==> config.mk <==
export PLATFORM = sky130hd
export DESIGN_NAME = cam_alloc_flat
export DESIGN_NICKNAME = d
export VERILOG_FILES = /design/src/rtl/cam_alloc_if.sv /design/src/rtl/cam_alloc.sv /design/src/flat_wrapper.sv
export SDC_FILE = /design/constraint.sdc
export NUM_CORES = 1
export LEC_CHECK = 0
export CORE_ASPECT_RATIO = 2
export CORE_UTILIZATION = 48
export CTS_BUF_LIST = sky130_fd_sc_hd__clkbuf_8
export DETAILED_ROUTE_END_ITERATION = 8
export PLACE_DENSITY_LB_ADDON = 0.2
export SLEW_MARGIN = 20
export SYNTH_ARGS = -nofsm -noshare
export SYNTH_HDL_FRONTEND = slang
export SYNTH_SLANG_ARGS = --single-unit
export TNS_END_PERCENT = 1
==> constraint.sdc <==
create_clock -name clk -period 3.4 [get_ports clk]
set_input_delay 0.51 -clock clk [delete_from_list [all_inputs] [get_ports clk]]
set_output_delay 0.51 -clock clk [all_outputs]
set_load 0.01 [all_outputs]
==> src/rtl/cam_alloc_if.sv <==
// Handshake and status bundle between a CAM write requester and the slot allocator.
// The master drives the requests; the slave (cam_alloc) drives the grant, write and status signals.
interface cam_alloc_if #(
   parameter int ADDR_WIDTH = 5,
   parameter int CAM_DEPTH  = 32
);
   logic                  alloc_req_i;
   logic                  alloc_gnt_o;
   logic                  wr_en_o;
   logic [ADDR_WIDTH:0]   wr_addr_o;
   logic                  free_req_i;
   logic [ADDR_WIDTH:0]   free_addr_i;
   logic                  flush_i;
   logic [CAM_DEPTH-1:0]  valid_o;
   logic [ADDR_WIDTH:0]   count_o;
   logic                  full_o;
   logic                  empty_o;
   logic                  err_o;

   modport master (
      output alloc_req_i, free_req_i, free_addr_i, flush_i,
      input  alloc_gnt_o, wr_en_o, wr_addr_o, valid_o, count_o, full_o, empty_o, err_o
   );

   modport slave (
      input  alloc_req_i, free_req_i, free_addr_i, flush_i,
      output alloc_gnt_o, wr_en_o, wr_addr_o, valid_o, count_o, full_o, empty_o, err_o
   );
endinterface

==> src/rtl/cam_alloc.sv <==
// CAM write-slot allocator: tracks valid entries, grants the lowest free entry,
// and handles per-entry release, global flush and a sticky error flag for bad releases.
module cam_alloc #(
   parameter int ADDR_WIDTH = 5,
   parameter int CAM_DEPTH  = 32
) (
   input logic        clk,
   input logic        rst,
   cam_alloc_if.slave bus
);
   localparam int AW = ADDR_WIDTH + 1;

   logic [CAM_DEPTH-1:0]  valid_q;
   logic [CAM_DEPTH-1:0]  valid_nxt;
   logic [AW-1:0]         count_q;
   logic [AW-1:0]         wr_addr_q;
   logic                  wr_en_q;
   logic                  err_q;

   logic [AW-1:0]         next_free;
   logic [ADDR_WIDTH-1:0] free_idx;
   logic                  full;
   logic                  gnt;
   logic                  free_in_range;
   logic                  free_ok;
   logic                  free_err;

   // Lowest clear bit wins; result is don't-care when full since no grant can happen.
   always_comb begin
      next_free = '0;
      for (int i = CAM_DEPTH - 1; i >= 0; i--) begin
         if (!valid_q[i]) next_free = AW'(i);
      end
   end

   assign full          = (count_q == AW'(CAM_DEPTH));
   assign gnt           = bus.alloc_req_i & ~full & ~bus.flush_i;
   assign free_idx      = bus.free_addr_i[ADDR_WIDTH-1:0];
   assign free_in_range = (bus.free_addr_i < AW'(CAM_DEPTH));
   assign free_ok       = bus.free_req_i & ~bus.flush_i & free_in_range & valid_q[free_idx];
   assign free_err      = bus.free_req_i & ~bus.flush_i & ~(free_in_range & valid_q[free_idx]);

   // A free of next_free is impossible here: that bit is clear, so free_ok is already low.
   always_comb begin
      valid_nxt = valid_q;
      if (free_ok) valid_nxt[free_idx] = 1'b0;
      if (gnt)     valid_nxt[next_free[ADDR_WIDTH-1:0]] = 1'b1;
   end

   always_ff @(posedge clk or posedge rst) begin
      if (rst) begin
         valid_q   <= '0;
         count_q   <= '0;
         wr_addr_q <= '0;
         wr_en_q   <= 1'b0;
         err_q     <= 1'b0;
      end else if (bus.flush_i) begin
         valid_q <= '0;
         count_q <= '0;
         wr_en_q <= 1'b0;
         err_q   <= 1'b0;
      end else begin
         valid_q <= valid_nxt;
         wr_en_q <= gnt;
         if (gnt) wr_addr_q <= next_free;
         if (free_err) err_q <= 1'b1;
         case ({gnt, free_ok})
            2'b10:   count_q <= count_q + AW'(1);
            2'b01:   count_q <= count_q - AW'(1);
            default: count_q <= count_q;
         endcase
      end
   end

   assign bus.alloc_gnt_o = gnt;
   assign bus.wr_en_o     = wr_en_q;
   assign bus.wr_addr_o   = wr_addr_q;
   assign bus.valid_o     = valid_q;
   assign bus.count_o     = count_q;
   assign bus.full_o      = full;
   assign bus.empty_o     = (count_q == '0);
   assign bus.err_o       = err_q;
endmodule

==> src/flat_wrapper.sv <==
// flat-port wrapper written by rule: the top's interface ports become plain ports
module cam_alloc_flat 
#(
   parameter int ADDR_WIDTH = 5,
   parameter int CAM_DEPTH  = 32
)
  (clk, rst, bus_alloc_req_i, bus_free_req_i, bus_free_addr_i, bus_flush_i, bus_alloc_gnt_o, bus_wr_en_o, bus_wr_addr_o, bus_valid_o, bus_count_o, bus_full_o, bus_empty_o, bus_err_o);
  cam_alloc_if #(.ADDR_WIDTH(ADDR_WIDTH), .CAM_DEPTH(CAM_DEPTH)) bus_i ();
  input logic clk;
  input logic rst;
  input wire logic [$bits(bus_i.alloc_req_i)-1:0] bus_alloc_req_i;
  input wire logic [$bits(bus_i.free_req_i)-1:0] bus_free_req_i;
  input wire logic [$bits(bus_i.free_addr_i)-1:0] bus_free_addr_i;
  input wire logic [$bits(bus_i.flush_i)-1:0] bus_flush_i;
  output wire logic [$bits(bus_i.alloc_gnt_o)-1:0] bus_alloc_gnt_o;
  output wire logic [$bits(bus_i.wr_en_o)-1:0] bus_wr_en_o;
  output wire logic [$bits(bus_i.wr_addr_o)-1:0] bus_wr_addr_o;
  output wire logic [$bits(bus_i.valid_o)-1:0] bus_valid_o;
  output wire logic [$bits(bus_i.count_o)-1:0] bus_count_o;
  output wire logic [$bits(bus_i.full_o)-1:0] bus_full_o;
  output wire logic [$bits(bus_i.empty_o)-1:0] bus_empty_o;
  output wire logic [$bits(bus_i.err_o)-1:0] bus_err_o;
  assign bus_i.alloc_req_i = bus_alloc_req_i;
  assign bus_i.free_req_i = bus_free_req_i;
  assign bus_i.free_addr_i = bus_free_addr_i;
  assign bus_i.flush_i = bus_flush_i;
  assign bus_alloc_gnt_o = bus_i.alloc_gnt_o;
  assign bus_wr_en_o = bus_i.wr_en_o;
  assign bus_wr_addr_o = bus_i.wr_addr_o;
  assign bus_valid_o = bus_i.valid_o;
  assign bus_count_o = bus_i.count_o;
  assign bus_full_o = bus_i.full_o;
  assign bus_empty_o = bus_i.empty_o;
  assign bus_err_o = bus_i.err_o;
  cam_alloc #(.ADDR_WIDTH(ADDR_WIDTH), .CAM_DEPTH(CAM_DEPTH)) u_core (.clk(clk), .rst(rst), .bus(bus_i));
endmodule
# After elaboration in Yosys (flattened, before gate mapping)
# Cells that the tools add are included.
dict set report word_totals {
  wordCells 80
  regBits 46
}
dict set report op_classes {
  n_addsub 2
  reduce_logical 6
  bitwise 13
  mux 46
  n_eq_ne 3
  order_cmp 5
}
# operator count
set ops {}
lappend ops {{$mux 5} 32}
lappend ops {{$mux 32} 3}
lappend ops {{$and 32x32->32} 1}
lappend ops {{$not 32->32} 1}
lappend ops {{$or 32x32->32} 1}
lappend ops {{$lt 5x6->1 const B} 2}
lappend ops {{$pmux 6 s2} 1}
lappend ops {{$demux 1 s5} 2}
lappend ops {{$ge 5x1->1 const B} 2}
lappend ops {{$and 1x1->1} 7}
lappend ops {{$add 6x1->6 const B} 1}
lappend ops {{$eq 6x6->1 const B} 1}
lappend ops {{$logic_not 6->1} 1}
lappend ops {{$lt 6x6->1 const B} 1}
lappend ops {{$mux 1} 6}
lappend ops {{$mux 6} 1}
lappend ops {{$sub 6x1->6 const B} 1}
lappend ops {{$bmux 1 s5} 1}
lappend ops {{$not 1->1} 3}
lappend ops {{$reduce_bool 3->1} 1}
lappend ops {{$eq 2x1->1 const B} 1}
lappend ops {{$eq 2x2->1 const B} 1}
lappend ops {{$logic_and 1x1->1} 2}
lappend ops {{$reduce_and 2->1} 1}
lappend ops {{$reduce_bool 2->1} 1}

# Longest topological paths before layout
dict set report logic_depth {
  word_depth 39
  mapped_depth 15
  depth_no_buf 13
}

# Worst setup path before layout
# OpenSTA, ideal clock, no wires.
dict set report synth_timing {
  path_type {input-to-reg}
  start {in bus_free_addr_i[3]}
  end {reg u_core.count_q[5], in the netlist u_core.bus.count_o[5]}
  path_stages 14
  setup_ns 0.125
  slack_ns -0.031
  arrival_time_ns 3.305
  cell_sequence {buf_2 -> or3b_4 -> o221ai_1 -> a21oi_2 -> a31oi_4 -> and2_4 -> ha_1 -> a21o_1 -> a21oi_1 -> o21bai_1 -> a21oi_1 -> nor3_1 -> a21oi_2 -> mux2_4}
}
dict set report synth_between {
  elab_chain_len 6
  word_cells_on_any_way 10
  cone_classes {order compare (1); eq/ne (2); mux (4); bitwise (2); reduce/logical (1)}
}
# element line_no
set synth_lines {}
lappend synth_lines {{start: declaration} flat_wrapper.sv:13} ;# input wire logic [$bits(bus_i.free_addr_i)-1:0] bus_free_addr_i;
lappend synth_lines {{$bmux 1 s5 or $lt 6x6->1 (tied branches)} {cam_alloc.sv:40, cam_alloc.sv:39}}
lappend synth_lines {{$mux 1 (implied by the code) or $and 1x1->1 (tied branches)} cam_alloc.sv:40} ;# assign free_ok = bus.free_req_i & ~bus.flush_i & free_in_range & valid_q[free_idx];
lappend synth_lines {{$and 1x1->1 (*)} cam_alloc.sv:40}
lappend synth_lines {{$eq 2x1->1 or $eq 2x2->1 (tied branches)} cam_alloc.sv:67} ;# case ({gnt, free_ok})
lappend synth_lines {{$pmux 6 s2} cam_alloc.sv:67}
lappend synth_lines {{$mux 6} cam_alloc.sv:57} ;# end else if (bus.flush_i) begin
lappend synth_lines {{end signal: assignment} cam_alloc.sv:68} ;# 2'b10: count_q <= count_q + AW'(1);
lappend synth_lines {{end signal: assignment} cam_alloc.sv:69} ;# 2'b01: count_q <= count_q - AW'(1);
lappend synth_lines {{end signal: assignment} cam_alloc.sv:70} ;# default: count_q <= count_q;
lappend synth_lines {{end: declaration} cam_alloc.sv:15} ;# logic [AW-1:0] count_q;
# Mark *: on every way between the ends. The rest lies on a longest branch, timed or not. The select of a mux whose other input is x is not followed.
# A chain may end at the register's enable or synchronous reset.

# Final worst setup path
dict set report layout_timing {
  start {in bus_free_addr_i[0]}
  end {reg u_core.count_q[5], in the netlist u_core.bus.count_o[5]}
}
# The elaborated chain is that of the path after synthesis.

==> key figures <==
Yosys
  – Synthesized net count: 359
  – Area share of the largest cell type after synthesis: 37.6%
  – Synth Instances: 343
  – Synth area leader: dfrtp_1
  – Main combinational cell family by area after synthesis: compound AO/OA/AOI/OAI gates
  – Ys Warns: 0
  – Simple-gate portion of the synthesized area: 23.3%
  – Mux share of post-synthesis cell area: 7.02%
  – Yosys cell types: 59
  – Compound-cell area share of the yosys netlist: 23.6%
  – Adder-cell area share of the yosys netlist: 2.34%
  – Ys async rst share: 100%
  – Post-synth EDFFs: 0
  – Mean Syn Cell Area: 8.73 sq um
  – Register area share after synthesis: 37.6%
  – Xor and xnor area share after synthesis: 1.80%
  – Top FF cell, synth: dfrtp_1
  – Post-Syn Area: 0.00299 sq mm
  – Seq cells post-synth: 45
  – Top cells by area, synth: dfrtp_1 (38%), o21ai_0 (11%), mux2i_1 (5.0%)

Route
  – Drt wl/cell: 19.8 um
  – First-pass DRT Iterations: 9
  – Drt via density: 6.20
  – DRC errors left: 1
  – Final WL: 9790 um
  – Via count: 3065
  – Initial DRC count: 169
  – Routed Antenna Nets: 0

STA
  – Max-slew violation count: 0
  – Final setup viols: 0
  – Max Clock Skew: 6.51 ps
  – Final hold vios: 0
  – Unrepaired setup endpoints after global routing: no
  – Period minus WS final: 3210 ps
  – Part of the cycle the worst path needs: 94.3%
  – Max Freq: 312 MHz
  – Slew margin rel.: 38.6%
  – Setup TNS: 0 ps
  – Worst slew pin tran: 919 ps

Floorplan
  – Initial Util: 49.9%
  – Die Y-Extent: 114 um
  – Die Wd: 57.8 um
  – Die area: 0.00658 sq mm
  – IO Pins: 60
  – Total core area: 0.00601 sq mm
  – # rows: 40

Placed design
  – Final Wtd Congestion: 1.00
  – Placed cells: 482
  – HPWL after DPL: 7240 um
  – IO Port Bufs: 58
  – Area after DPL: 0.00385 sq mm

Run
  – MaxCap Viol Count: 0

Clock tree
  – H-tree levels: 2
  – CTS tree: yes
  – CTS Root Cell: clkbuf_8
  – Worst-Skew Late Latency: 310 ps
  – Clk buf depth: 2
  – CTS clk-pin slew, worst paths: 90 ps
  – Clk sinks: 45
  – CTS Buf Count: 5

Power and ir drop
  – Total Power: 1270 uW
  – Power Density: 313 mW/mm^2
  – Leak Pwr: 0.00167 uW
  – Peak VDD IR: 258 uV

Layout
  – Fin area: 0.00406 sq mm
  – Ant diodes: 0
  – Layout area overhead: 35.4%
  – Fill cell count: 511
  – Fraction of layout cells with a size suffix above 1: 17.6%
  – Area of the multi-input gates: 0.00180 sq mm
  – Fin cells: 494
  – Layout Nets: 446
  – Area occupied by registers: 0.00113 sq mm

GRT
  – Vias in the first global route: 2992
  – GRT Resource Usage Total: 30.7%
  – First-pass GRT wire length: 15100 um
  – Initial antenna violation count: 0
  – GR Overflow Total: 0
  – Pin count of the biggest net entering global routing: 46

Critical path
  – Worst EP arrival: 3410 ps
  – Worst setup SP type: input port
  – Critical Path Sink Type: flop
  – Worst-path fanout max: 3
  – Setup crit start: bus_free_addr_i[0]
  – Critical path class: input port to flop
  – Worst endpoint required time: 3600 ps
  – Worst r2r src: u_core.bus.valid_o[23]

Min path
  – Worst hold path type: flop to flop
  – Worst hold path startpoint: u_core.bus.wr_addr_o[2]

Status
  – Failing checks: DRC
  – Outcome: finished with violations
==> worst max-delay path, cell delays in order <==
cell and delay [ps]:
dlygate4sd2_1 290, mux4_2 530, a22o_1 280, a21oi_4 170, a31oi_4 100, and2_4 160
ha_1 260, a21o_1 190, a21oi_2 150, o21bai_1 90, a21oi_2 170, nor3_1 80
a21oi_2 130, mux2_4 310
==> per-layer routing <==
metal | vias up | part of all wire [%] | track usage [%]
li1 | 1411 | - | -
met1 | 1459 | 37 | 34.3
met2 | 152 | 52 | 53.0
met3 | 43 | 5.8 | 4.31
met4 | 0 | 5.1 | 19.7
met5 | - | 0 | 0
==> cell type report <==
class / instances / area share (%)
sequential: 45 / 27.8
clock buffer: 5 / 1.70
inverter: 13 / 1.20
timing repair buffer: 94 / 21.5
clock inverter: 3 / 1.60
tap: 63 / 1.94
multi-input combinational: 271 / 44.3
==> state kept, by name, indices dropped and copies added, names as in the netlist <==
signal,cells
u_core.bus.valid_o,32
u_core.bus.wr_en_o,1
u_core.bus.err_o,1
u_core.bus.wr_addr_o,5
u_core.bus.count_o,6
==> logic make-up after synthesis <==
kind of cell / count (synthesis)
DFF: 45
adders and majority gates: 5
buffers and inverters: 27
xor gates and xnor gates: 4
other: 1
and+or+nand+nor: 126
AOI/OAI and AO/OA: 117
muxes: 18
==> timing repair <==
item,in CTS,in global routing
gates resized for setup,3,11
setup buffers,1,3
endpoints found under the setup margin,1,1
hold buffers,0,0
hold endpoints to repair,0,0
pin swaps,0,3
==> placed cells by master (no fill, tap or decap), drive strengths merged, types with 6 or more instances in the layout <==
master and instances:
nand2 32, nand2b 6, o21ai 70, a21oi 14
buf 36, dfrtp 45, nor2b 22, nor2 21
nand3 9, nor3 7, inv 13, mux2i 15
clkdlybuf4s50 53
==> metrics by stage <==
stage | worst slack, ps | hold WS, ps | utilization (%)
floorplan | 19.9 | 511 | -
global placement | -362 | 458 | 64.1
detailed placement | -438 | 468 | 64.1
CTS | 43.7 | 489 | 66.5
global route | 71.6 | 502 | 67.5
finish | 194 | 480 | 67.5
==> power by group <==
part / leakage (uW) / internal, uW / switching (uW) / total, uW
clock: 0.0000681 / 292 / 191 / 483
sequential: 0.000619 / 548 / 18.7 / 567
combinational: 0.000985 / 107 / 112 / 218
total: 0.00167 / 946 / 321 / 1270
==> synth_stat cells, types with 3 or more instances <==
cell / count
o21ai_0: 68
dfrtp_1: 45
nand2_1: 31
nor2b_1: 22
nor2_1: 21
mux2i_1: 15
inv_1: 13
a21oi_1: 12
nand3_1: 8
clkbuf_1: 6
nand2b_1: 6
nor3_1: 6
o31ai_1: 5
buf_4: 4
ha_1: 4
or4_1: 4
a211oi_1: 3
a21o_1: 3
and2_1: 3
and4_1: 3
buf_2: 3
nand3b_1: 3
nand4_1: 3
or3b_4: 3
xnor2_1: 3
==> path summary, 6_finish.rpt <==
path | endpoint | slack (ps) | depth (start not counted)
worst max-delay path | u_core.bus.count_o[5] | 190 | 14
worst min-delay path | u_core.bus.wr_addr_o[2] | 480 | 2
worst max register to register | u_core.bus.count_o[5] | 280 | 13
worst min register to register | u_core.bus.wr_addr_o[2] | 480 | 2
max in group asynchronous | u_core.bus.err_o | 2110 | 2
min in group asynchronous | u_core.bus.valid_o[14] | 710 | 2
(Power assumes the default switching activity.)
